### config.mk
export PLATFORM = sky130hd
export DESIGN_NAME = cpu_controller
export DESIGN_NICKNAME = d
export VERILOG_FILES = /design/src/rtl/cpu_controller_pkg.sv /design/src/rtl/cpu_controller.sv
export SDC_FILE = /design/constraint.sdc
export NUM_CORES = 1
export LEC_CHECK = 0
export CAP_MARGIN = 5
export CORE_MARGIN = 5
export CORE_UTILIZATION = 38
export DETAILED_ROUTE_END_ITERATION = 8
export GPL_TIMING_DRIVEN = 0
export PLACE_DENSITY_LB_ADDON = 0.25
export SLEW_MARGIN = 40
export SYNTH_ARGS = -nofsm -noshare
export SYNTH_HDL_FRONTEND = slang
export SYNTH_SLANG_ARGS = --single-unit
### constraint.sdc
create_clock -name clk -period 4.1 [get_ports clk]
set_input_delay 0.82 -clock clk [delete_from_list [all_inputs] [get_ports clk]]
set_output_delay 0.82 -clock clk [all_outputs]
set_load 0.02 [all_outputs]
### src/rtl/cpu_controller_pkg.sv
// Shared encodings for the CPU controller and datapath: opcodes, datapath
// micro-op enums, controller states and the two TX-buffer decode helpers.
package cpu_controller_pkg;

   localparam logic [5:0] OP_HALT   = 6'h00;
   localparam logic [5:0] OP_PRINTC = 6'h01;
   localparam logic [5:0] OP_PRINTS = 6'h02;
   localparam logic [5:0] OP_PRINTI = 6'h03;
   localparam logic [5:0] OP_PRINTF = 6'h04;
   localparam logic [5:0] OP_PRINTW = 6'h05;
   localparam logic [5:0] OP_LD     = 6'h18;
   localparam logic [5:0] OP_ST     = 6'h19;
   localparam logic [5:0] OP_JMP    = 6'h1B;
   localparam logic [5:0] OP_BEQ    = 6'h1C;
   localparam logic [5:0] OP_BNE    = 6'h1D;
   localparam logic [5:0] OP_LDR    = 6'h1F;

   typedef enum logic [2:0] {
      MAR_NOOP, MAR_PC, MAR_PC_INCR, MAR_RA, MAR_JMP, MAR_INCR
   } mar_op_t;

   typedef enum logic {IR_NOOP, IR_DATA} ir_op_t;
   typedef enum logic {MDR_NOOP, MDR_RC} mdr_op_t;

   typedef enum logic [2:0] {
      PC_NOOP, PC_INCR, PC_JMP, PC_RA, PC_MAR, PC_INCR2
   } pc_op_t;

   typedef enum logic [3:0] {
      TX_NOOP, TX_DATA_1, TX_DATA_2, TX_DATA_3, TX_DATA_4,
      TX_CHARS_1, TX_CHARS_2, TX_CHARS_3, TX_ERR, TX_INT,
      TX_FLOAT, TX_INT_RA, TX_FLOAT_RA
   } tx_op_t;

   typedef enum logic [1:0] {RC_NOOP, RC_PC_INCR, RC_DATA, RC_ARC} rc_op_t;
   typedef enum logic {ARA_NOOP, ARA_RA} ara_op_t;
   typedef enum logic [1:0] {ARB_NOOP, ARB_RB, ARB_LIT} arb_op_t;

   typedef enum logic [3:0] {
      S_RESET, S_FETCH, S_FWAIT, S_LOADIR, S_DECODE, S_ALUWB,
      S_LDWAIT, S_LDWB, S_STWAIT, S_STDONE, S_SWAIT, S_STREMIT,
      S_WWAIT, S_WEMIT, S_HALT
   } state_t;

   // PRINTC emits only the leading run of nonzero chars A, B, C.
   function automatic tx_op_t printc_op(input logic [20:0] chars);
      if (chars[20:14] == 7'd0)    return TX_NOOP;
      else if (chars[13:7] == 7'd0) return TX_CHARS_1;
      else if (chars[6:0] == 7'd0)  return TX_CHARS_2;
      else                          return TX_CHARS_3;
   endfunction

   // A string word emits its leading run of nonzero chars, MSB char first.
   function automatic tx_op_t stremit_op(input logic [3:0] nz);
      if (!nz[3])      return TX_NOOP;
      else if (!nz[2]) return TX_DATA_1;
      else if (!nz[1]) return TX_DATA_2;
      else if (!nz[0]) return TX_DATA_3;
      else             return TX_DATA_4;
   endfunction

endpackage

### src/rtl/cpu_controller.sv
// Multi-cycle CPU control FSM: one state register plus one combinational
// block producing next state and all datapath micro-ops.
module cpu_controller
   import cpu_controller_pkg::*;
(
   input  logic        clk,
   input  logic        reset,
   input  logic [31:0] IR,
   input  logic        RaZero,
   input  logic [3:0]  charsZero,
   output mar_op_t     MARop,
   output ir_op_t      IRop,
   output mdr_op_t     MDRop,
   output pc_op_t      PCop,
   output tx_op_t      TXBUFop,
   output rc_op_t      RCop,
   output ara_op_t     ARAop,
   output arb_op_t     ARBop,
   output logic        rdEnnxt,
   output logic        wrEnnxt,
   output state_t      fsm_state
);

   state_t     state;
   state_t     state_next;
   logic [5:0] opcode;
   logic       unused_ir;

   assign opcode    = IR[31:26];
   assign unused_ir = ^IR[25:21];
   assign fsm_state = state;

   always_ff @(posedge clk or negedge reset) begin
      if (!reset) state <= S_RESET;
      else        state <= state_next;
   end

   always_comb begin
      state_next = state;
      MARop      = MAR_NOOP;
      IRop       = IR_NOOP;
      MDRop      = MDR_NOOP;
      PCop       = PC_NOOP;
      TXBUFop    = TX_NOOP;
      RCop       = RC_NOOP;
      ARAop      = ARA_NOOP;
      ARBop      = ARB_NOOP;
      rdEnnxt    = 1'b0;
      wrEnnxt    = 1'b0;
      case (state)
         S_RESET:  state_next = S_FETCH;
         S_FETCH: begin
            MARop      = MAR_PC;
            rdEnnxt    = 1'b1;
            state_next = S_FWAIT;
         end
         S_FWAIT: begin
            rdEnnxt    = 1'b1;
            state_next = S_LOADIR;
         end
         S_LOADIR: begin
            IRop       = IR_DATA;
            state_next = S_DECODE;
         end
         S_DECODE: begin
            state_next = S_FETCH;
            // Opcodes 0x20-0x3F are ALU ops; bit 4 selects the literal operand.
            if (opcode[5]) begin
               ARAop      = ARA_RA;
               ARBop      = opcode[4] ? ARB_LIT : ARB_RB;
               state_next = S_ALUWB;
            end else begin
               case (opcode)
                  OP_HALT: state_next = S_HALT;
                  OP_PRINTC: begin
                     TXBUFop = printc_op(IR[20:0]);
                     PCop    = PC_INCR;
                  end
                  OP_PRINTS, OP_PRINTW: begin
                     MARop      = MAR_PC_INCR;
                     rdEnnxt    = 1'b1;
                     state_next = (opcode == OP_PRINTS) ? S_SWAIT : S_WWAIT;
                  end
                  OP_PRINTI: begin
                     TXBUFop = TX_INT_RA;
                     PCop    = PC_INCR;
                  end
                  OP_PRINTF: begin
                     TXBUFop = TX_FLOAT_RA;
                     PCop    = PC_INCR;
                  end
                  OP_LD, OP_LDR: begin
                     MARop      = (opcode == OP_LD) ? MAR_RA : MAR_JMP;
                     rdEnnxt    = 1'b1;
                     state_next = S_LDWAIT;
                  end
                  OP_ST: begin
                     MARop      = MAR_RA;
                     MDRop      = MDR_RC;
                     wrEnnxt    = 1'b1;
                     state_next = S_STWAIT;
                  end
                  OP_JMP: begin
                     RCop = RC_PC_INCR;
                     PCop = PC_RA;
                  end
                  OP_BEQ, OP_BNE: begin
                     RCop = RC_PC_INCR;
                     PCop = (RaZero == (opcode == OP_BEQ)) ? PC_JMP : PC_INCR;
                  end
                  default: begin
                     TXBUFop = TX_ERR;
                     PCop    = PC_INCR;
                  end
               endcase
            end
         end
         S_ALUWB: begin
            RCop       = RC_ARC;
            PCop       = PC_INCR;
            state_next = S_FETCH;
         end
         S_LDWAIT: begin
            rdEnnxt    = 1'b1;
            state_next = S_LDWB;
         end
         S_LDWB: begin
            RCop       = RC_DATA;
            PCop       = PC_INCR;
            state_next = S_FETCH;
         end
         S_STWAIT: begin
            wrEnnxt    = 1'b1;
            state_next = S_STDONE;
         end
         S_STDONE: begin
            PCop       = PC_INCR;
            state_next = S_FETCH;
         end
         S_SWAIT: begin
            rdEnnxt    = 1'b1;
            state_next = S_STREMIT;
         end
         S_STREMIT: begin
            TXBUFop = stremit_op(charsZero);
            // A full word means the string continues in the next word.
            if (charsZero == 4'hF) begin
               MARop      = MAR_INCR;
               rdEnnxt    = 1'b1;
               state_next = S_SWAIT;
            end else begin
               PCop       = PC_MAR;
               state_next = S_FETCH;
            end
         end
         S_WWAIT: begin
            rdEnnxt    = 1'b1;
            state_next = S_WEMIT;
         end
         S_WEMIT: begin
            TXBUFop    = TX_INT;
            PCop       = PC_INCR2;
            state_next = S_FETCH;
         end
         S_HALT:  state_next = S_HALT;
         default: state_next = S_RESET;
      endcase
   end

endmodule

* Word-level counts from Yosys, hierarchy flattened
Index checks and enable logic that the tools add are counted.
** Storage, ports and cells
- Bits in registers :: 4
- Output and inout port bits :: 23
- Logic and storage cells :: 85
** Operators by class
- Eq/ne operators :: 27
- Muxes and demuxes :: 42
- Reductions and logical operators :: 15
** Operators by type and width (count)
- one-hot mux 4 bit (11 select lines) :: 1
- equality test 6 x 5 -> 1 bit, second input constant :: 6
- equality test 4 bit, second input constant :: 8
- one-hot mux 4 bit (4 select lines) :: 2
- two-way mux 3 bit :: 10
- zero test 7 bit :: 3
- one-hot mux 3 bit (3 select lines) :: 2
- equality test 4 x 3 -> 1 bit, second input constant :: 4
- equality test 6 x 2 -> 1 bit, second input constant :: 2
- equality test 6 x 3 -> 1 bit, second input constant :: 2
- two-way mux 1 bit :: 12
- two-way mux 2 bit :: 6
- two-way mux 4 bit :: 3
- one-hot mux 2 bit (3 select lines) :: 2
- one-hot mux 3 bit (4 select lines) :: 1
- one-hot mux 4 bit (3 select lines) :: 1
- OR reduction 5 bit :: 2
- OR reduction 9 bit :: 1
- equality test 4 x 2 -> 1 bit, second input constant :: 2
- equality test 6 x 1 -> 1 bit, second input constant :: 1
- zero test 6 bit :: 1
- OR reduction 2 bit :: 3
- OR reduction 3 bit :: 2
- OR reduction 6 bit :: 1
- other kinds (6) :: 6

* Logic depth before layout (Yosys ltp)
- Depth in word-level cells :: 7
- Depth in mapped cells :: 7

* Worst setup path before layout
No wires, ideal clock.
- Kind :: input to output
- Start :: input IR[29]
- End :: output TXBUFop[0]
- Arrival :: 2.134 ns
- Data required time :: 3.280 ns
- Slack :: 1.146 ns
- Cell stages on the path :: 5
- Path buffers :: 0
- Cells stage by stage :: or2_4 -> or4_4 -> a21oi_2 -> a21oi_1 -> o22ai_1
** On the way
- Longest elaborated chain between the ends :: 5
** RTL lines
- from (decl) :: line cpu_controller.sv:8 : input logic [31:0] IR,
- equality test 6 x 2 -> 1 bit (tied with other cells) :: line cpu_controller.sv:73 : case (opcode)
- OR reduction 9 bit (no source line)
- one-hot mux 4 bit (4 select lines) * :: line cpu_controller.sv:73
- two-way mux 4 bit * :: line cpu_controller.sv:68 : if (opcode[5]) begin
- one-hot mux 4 bit (3 select lines) * :: line cpu_controller.sv:50 : case (state)
- to (decl) :: line cpu_controller.sv:15 : output tx_op_t TXBUFop,
Every way passes the cells marked *; elsewhere a longest branch is shown, timed or not.

* Worst setup path in the final report
- Start :: input IR[29]
- End :: output TXBUFop[1]
Same word-level chain as after synthesis.

==> reports/summary.txt <==
CP endpoint kind = primary output
r2r startpoint = fsm_state[0]
dpl hpwl = 2850 um
skew final = 0.0140 ns
Synth area leaders = dfrtp_1 11%, a21oi_1 10%, nand2_1 6.3%, nand2b_1 5.6%, nor3_1 5.6%
FF-to-FF setup slack = 2.38 ns
top-area cell type share of the netlist area = 0.112
core area = 2230 sq um
min Tclk post-route = 4.00 ns
Cell Int Power = 0.000285 W
vias in the first global route = 1,275
Cell Area, Synth = 892 sq um
combined area of the multi-input logic cells = 736 sq um
Post-synth top flop = dfrtp_1
Clock Power Share = 0.096
CTS max path bufs = 2
Yosys warning count = 0
I/O Buffers = 55
layout cells sized above 1 = 0.0693
most area-hungry cell type in the Yosys netlist = dfrtp_1
chip width = 58.5 um
crit start category = input port
Lkg Pwr = 0.548 nW
Post-synth ARST share = 1.00
# Post-CTS Setup Buffers = 0
Cells after DPL = 227
Root Buffer = clkbuf_4
Crit Path Max Fanout = 6
Total Wirelength = 3480 um
Design Area, Final = 1510 sq um
final core utilization = 0.675
result of the run = completed
count of different cell masters after synthesis = 43
Logic pwr share = 0.776
Pins Over Slew Limit = 0
Synth Instances = 144
part of the power in registers = 0.128
critical path class = input port to primary output
Post-synth EDFFs = 0
switching power = 0.000273 W
Sw Share = 0.489
vias per cell = 5.77
Chip Height = 58.5 um
clock-pin slew on the worst setup and hold paths = 0.05 ns
Worst Path Arrival = 3.18 ns
CTS tree = built
max reg flops = 4
GRT Overall Usage = 0.212
cts bufs inserted = 3
Reg area = 100 sq um
worst rel slew slack = 0.709
drt initial violations = 66
gp weighted congestion = 0.922
Final Hold Fails = 0
Top delay family on crit path = buffers and inverters
Final Non-Filler Cells = 230
FMAX = 250 MHz
RSZ-0062 raised after global routing = no
peak supply drop = 0.000372 V
Crit path largest cell delay = 0.62 ns
FF-to-FF path depth = 6
I/O Pins = 62
syn avg cell area = 6.20 sq um
global route total overflow = 0
placed cell areas = 1480 sq um
clk sinks = 4
first-pass GRT wire length = 5790 um
H-tree Lvls = 1
Diodes inserted = 0
Worst R2R End = fsm_state[1]
initial antenna violation count = 0
PD cells = 370 nW/um^2
Cell Rows = 17
DIE AREA = 3420 sq um
critical path's slowest cell = clkdlybuf4s50_1
worst skew pair latency = 0.25 ns
Crit path required time = 3.28 ns
vias = 1,328
#FFs+latches synth = 4
post-DR wirelength/cell = 15.1 um
post-route ant nets = 0
period utilisation layout = 0.976
hold_buf cts = 0
NumNets Final = 243
most frequent cell on the critical path = clkdlybuf4s50_1
sequential-to-total area share from yosys stat = 0.112
Fill cells = 211
largest net degree at the start of global routing = 11
worst path bufs/invs = 2
maxcap violations = 0
Critical Path, Cell by Cell = clkdlybuf4s50_1, or2_4, or4_4, a21oi_2, a21oi_1, o21ai_1, clkdlybuf4s50_1
setup_tns = 0 ns
Final setup viols = 0
Worst Hold Class = input port to asynchronous set/reset pin
worst slew pin tran = 0.436 ns
DRC Markers = 0
Pre-antenna DRT Iters = 4
Initial Utilization = 0.399
Post-Syn Nets = 183
area delta synth->final = 69.0%
cells by family (layout without fill, tap and decap cells):
logic type / after synthesis / after routing / share of synthesized area
multiplexers: 1 / 1 / 0.0112
AO/OA/AOI/OAI: 46 / 46 / 0.332
flip-flops: 4 / 4 / 0.112
buffers and inverters: 14 / 72 / 0.0687
XOR/XNOR: 2 / 2 / 0.0196
AND/OR/NAND/NOR: 77 / 77 / 0.456
cells in the mapped netlist, types with 2 or more instances:
library cell  count
a21oi_1          18
nand2_1          15
nor2_1           13
nor3_1           10
clkbuf_1          8
nand2b_1          8
nor2b_1           6
nor4_1            6
o21ai_0           6
dfrtp_1           4
nand3_1           4
o22ai_1           4
and2_1            3
inv_1             3
a31oi_1           2
nand4_1           2
nor3b_1           2
o21ai_1           2
o41ai_1           2
or2_2             2
xor2_1            2
power by group through the flow:
stage	logic [W]	registers, W	clock network (W)
global route	0.000476	0.0000729	0.0000550
detailed placement	0.000428	0.0000716	0
floorplan	0.000242	0.0000838	0
global placement	0.000424	0.0000684	0
CTS	0.000432	0.0000710	0.0000529
finish	0.000433	0.0000714	0.0000537
per-stage QoR:
stage / power (W) / setup WS [ns] / hold WS (ns)
global route: 0.000604 / 0.00178 / 0.811
CTS: 0.000556 / 0.0784 / 0.790
finish: 0.000558 / 0.0991 / 0.783
global placement: 0.000493 / 0.0759 / 0.767
detailed placement: 0.000499 / 0.101 / 0.771
floorplan: 0.000326 / 1.15 / 0.524
worst max path at each step:
stage | startpoint | endpoint | slack, ns | depth (start not counted)
finish | IR[29] | TXBUFop[1] | 0.1 | 7
global route | IR[29] | TXBUFop[2] | 0.002 | 7
CTS | IR[29] | TXBUFop[0] | 0.08 | 7
detailed placement | IR[29] | TXBUFop[0] | 0.10 | 7
global placement | IR[29] | TXBUFop[0] | 0.08 | 7
floorplan | IR[29] | TXBUFop[0] | 1.15 | 5
repair_timing:
| item | 4_1_cts | 5_1_grt |
|---|---|---|
| endpoints found under the hold margin | 0 | 0 |
| endpoints found under the setup margin | 0 | 2 |
| gates resized for setup | 0 | 2 |
placed cells by master, fill, tap and decap left out, types with 2 or more instances in the layout:
| cell type | instances |
|---|---|
| nand4_1 | 2 |
| nor4_1 | 6 |
| nand3_1 | 4 |
| and2_1 | 3 |
| xor2_1 | 2 |
| clkbuf_1 | 8 |
| a21oi_1 | 18 |
| inv_1 | 3 |
| or2_2 | 2 |
| clkdlybuf4s50_1 | 54 |
| o41ai_1 | 2 |
| o21ai_1 | 2 |
| a31oi_1 | 2 |
| nand2b_1 | 8 |
| nor2b_1 | 6 |
| o22ai_1 | 4 |
| nand2_1 | 15 |
| dfrtp_1 | 4 |
| clkbuf_4 | 3 |
| o21ai_0 | 6 |
| nor3_1 | 9 |
| nor3b_1 | 2 |
| nor2_1 | 13 |
routing by layer:
layer,up-vias,global-route usage,part of all wire
met2,70,0.357,0.50
met4,0,0.0629,0.012
met3,6,0.0307,0.081
li1,654,-,-
met1,598,0.277,0.41
met5,-,0,0
final cells by class:
| type | count | share of cell area |
|---|---|---|
| timing repair buffer | 55 | 0.367 |
| multi-input combinational | 126 | 0.488 |
| inverter | 3 | 0.00747 |
| tap | 28 | 0.0232 |
| sequential | 4 | 0.0664 |
| buffer | 11 | 0.0332 |
| clock buffer | 3 | 0.0149 |
Power figures use the tool's default switching activity.
==> RTL edit, RTL diff (same flow settings) <==
Register the inputs `IR`, `RaZero` and `charsZero` before use, without a reset. The logic sees them one clock later.
--- a/src/rtl/cpu_controller.sv
+++ b/src/rtl/cpu_controller.sv
@@ -22,4 +22,14 @@
 );
 
+   logic [31:0] IR_q;
+   logic RaZero_q;
+   logic [3:0] charsZero_q;
+
+   always_ff @(posedge clk) begin
+      IR_q        <= IR;
+      RaZero_q    <= RaZero;
+      charsZero_q <= charsZero;
+   end
+
    state_t     state;
    state_t     state_next;
@@ -27,6 +37,6 @@
    logic       unused_ir;
 
-   assign opcode    = IR[31:26];
-   assign unused_ir = ^IR[25:21];
+   assign opcode    = IR_q[31:26];
+   assign unused_ir = ^IR_q[25:21];
    assign fsm_state = state;
 
@@ -74,5 +84,5 @@
                   OP_HALT: state_next = S_HALT;
                   OP_PRINTC: begin
-                     TXBUFop = printc_op(IR[20:0]);
+                     TXBUFop = printc_op(IR_q[20:0]);
                      PCop    = PC_INCR;
                   end
@@ -107,5 +117,5 @@
                   OP_BEQ, OP_BNE: begin
                      RCop = RC_PC_INCR;
-                     PCop = (RaZero == (opcode == OP_BEQ)) ? PC_JMP : PC_INCR;
+                     PCop = (RaZero_q == (opcode == OP_BEQ)) ? PC_JMP : PC_INCR;
                   end
                   default: begin
@@ -143,7 +153,7 @@
          end
          S_STREMIT: begin
-            TXBUFop = stremit_op(charsZero);
+            TXBUFop = stremit_op(charsZero_q);
             // A full word means the string continues in the next word.
-            if (charsZero == 4'hF) begin
+            if (charsZero_q == 4'hF) begin
                MARop      = MAR_INCR;
                rdEnnxt    = 1'b1;
Check against the original RTL: not equivalent (Yosys sat finds a counterexample within 10 cycles, from zero or initial values and one cycle with reset low).
==> RTL edit against the original RTL <==
- sequential cell count is 32 higher
- area after synthesis is 72% higher
- setup slack better by 0.62 ns
- sequential power grew to 5.7 times the old value
- worst hold slack worse by 0.055 ns
- wire length is 12% higher
- final area is 49% higher
- register-to-register slack worse by 0.08 ns
- total power is 92% higher
- critical path type is now flip-flop to output pin
- critical endpoint is now MARop[2]
- largest power group unchanged
- highest routed layer unchanged
==> RTL edit: results (changes against the original RTL) <==
Yosys
  – Synth warnings: 0 (unchanged)
  – Yosys cell types: 44 (was 43)
  – Synth area leaders: dfxtp_1, dfrtp_1, a21oi_1 (was dfrtp_1, a21oi_1, nand2_1)
  – Syn_nets: 215 (was 183)
  – Ys async rst share: 11.1% (was 100%)
  – Top post-synthesis cells by count: dfxtp_1, a21oi_1, nand2_1 (was a21oi_1, nand2_1, nor2_1)
  – Sequential area share after synthesis: 48.3% (was 11.2%)

Power
  – Maximum VDD drop: 0.268 mV (was 0.372 mV)
  – Leakage: 0.834 nW (was 0.548 nW)

Worst hold path
  – Worst hold path type: input port to asynchronous set/reset pin (unchanged)

Clock network
  – Post-CTS setup buffers: 0 (unchanged)
  – Buffer depth of the longest clock path: 2 (unchanged)
  – CTS clock-pin slew for the worst setup and hold paths: 0.08 ns (was 0.05 ns)
  – Post_cts resized: 0 (unchanged)
  – Post-CTS Hold Fix Bufs: 0 (unchanged)
  – # H-tree levels: 2 (was 1)
  – Clock insertion delay at the later pin of the skew report: 0.28 ns (was 0.25 ns)
  – Cts bufs inserted: 5 (was 3)
  – Root Driver: clkbuf_8 (was clkbuf_4)

Routing
  – Drt initial violations: 131 (was 66)
  – WL per Instance: 13.4 um (was 15.1 um)
  – Vias/cell: 5.27 (was 5.77)
  – DRT Pass-1 Iters: 4 (unchanged)

Placement
  – GP Congestion: 0.903 (was 0.922)
  – I/O Buffers: 56 (was 55)
  – Hpwl dp: 3.06 mm (was 2.85 mm)
  – Placed inst area: 2160 sq um (was 1480 sq um)

Global route
  – First-pass GRT wire length: 6.27 mm (was 5.79 mm)
  – Pin count of the biggest net entering global routing: 13 (was 11)
  – Vias in the first global route: 1360 (was 1275)
  – Overall global routing resource usage: 15.2% (was 21.2%)
  – Initial antenna violation count: 0 (unchanged)

Cells and area
  – FILL cells: 367 (was 211)
  – Max reg flops: 27 (was 4)
  – Antenna fix cells: 0 (unchanged)
  – Biggest register: IR_q
  – # nets final: 278 (was 243)
  – Share of cells above drive strength 1: 7.08% (was 6.93%)

Worst setup path
  – CP Data Arrival Time: 2.56 ns (was 3.18 ns)
  – CP max FO: 6 (unchanged)
  – CP max stage cell: clkdlybuf4s50_1 (unchanged)
  – Slowest Stage Delay on Critical Path: 0.64 ns (was 0.62 ns)

Outcome
  – Status: complete, no violations (unchanged)

STA
  – Worst-Margin Slew: 0.590 ns (was 0.436 ns)
  – Setup Skew: 0.00940 ns (was 0.0140 ns)
-- RTL edit: cell count changes in the layout (fill, tap and decap cells not counted), sizes merged --
cell / delta
dfxtp: +32
clkbuf: +3
clkdlybuf4s50: +2
clkinv: +1
dlymetal6s2s: -1
inv: +1
-- RTL edit: worst paths after layout --
check | startpoint | to | slack [ns] | cells after the start
min reg2reg | fsm_state[3] | fsm_state[1] | 0.81 | 3
min in group clk | fsm_state[3] | fsm_state[1] | 0.81 | 3
max reg2reg | IR_q[28] | fsm_state[1] | 2.30 | 6
max | fsm_state[3] | MARop[2] | 0.72 | 5
max in group asynchronous | reset | fsm_state[0] | 3.21 | 1
min | reset | fsm_state[2] | 0.73 | 1
-- RTL edit: per-layer routing --
layer / vias to the layer above / wire, um / track usage [%] / share of wire (%)
met5: - / 0 / 0 / 0
met4: 0 / 27 / 3.62 / 0.70
met3: 4 / 453 / 7.25 / 12
met2: 71 / 1800 / 23.7 / 46
met1: 697 / 1600 / 18.8 / 41
li1: 757 / - / - / -
-- RTL edit: where the power goes --
group,leakage (nW),internal [mW],total (mW),switching [mW]
registers,0.320,0.382,0.405,0.0234
logic,0.469,0.198,0.425,0.227
clock network,0.0457,0.121,0.242,0.121
total,0.834,0.701,1.07,0.372
-- RTL edit: stage by stage --
stage | power [mW] | hold slack [ns] | cells | setup slack, ns
after detailed placement | 0.837 | 0.787 | 282 | 1.07
after global routing | 1.15 | 0.729 | 290 | 0.534
final | 1.07 | 0.728 | 290 | 0.718
after CTS | 1.08 | 0.733 | 290 | 0.746
after global placement | 0.836 | 0.769 | 282 | 1.05
after floorplan | 0.666 | 0.524 | 176 | 1.47
-- RTL edit: kinds of logic (layout without fill, tap and decap cells) --
logic type / after synthesis / after routing / synth area share, %
buffers and inverters: 14 / 78 / 4.00
multiplexers: 1 / 1 / 0.653
XOR/XNOR: 2 / 2 / 1.14
AO/OA/AOI/OAI: 46 / 46 / 19.3
AND/OR/NAND/NOR: 77 / 77 / 26.5
flip-flops: 36 / 36 / 48.3
-- RTL edit: area by class of cell --
| class | instances | area, sq um | area share (%) |
|---|---|---|---|
| Sequential cell | 36 | 741 | 33.0 |
| Buffer | 11 | 50.0 | 2.23 |
| Multi-Input combinational cell | 126 | 731 | 32.6 |
| Clock inverter | 2 | 15.0 | 0.669 |
| Clock buffer | 6 | 72.6 | 3.23 |
| Inverter | 3 | 11.3 | 0.502 |
| Tap cell | 50 | 62.6 | 2.79 |
| Timing Repair Buffer | 56 | 561 | 25.0 |
-- RTL edit: worst max-delay path, delay by kind of cell, from the launching register on --
kind | cells | cell delay (ns)
flip-flops | 1 | 0.44
buffers and inverters | 1 | 0.64
AND/OR/NAND/NOR | 3 | 0.95
AO/OA/AOI/OAI | 1 | 0.24
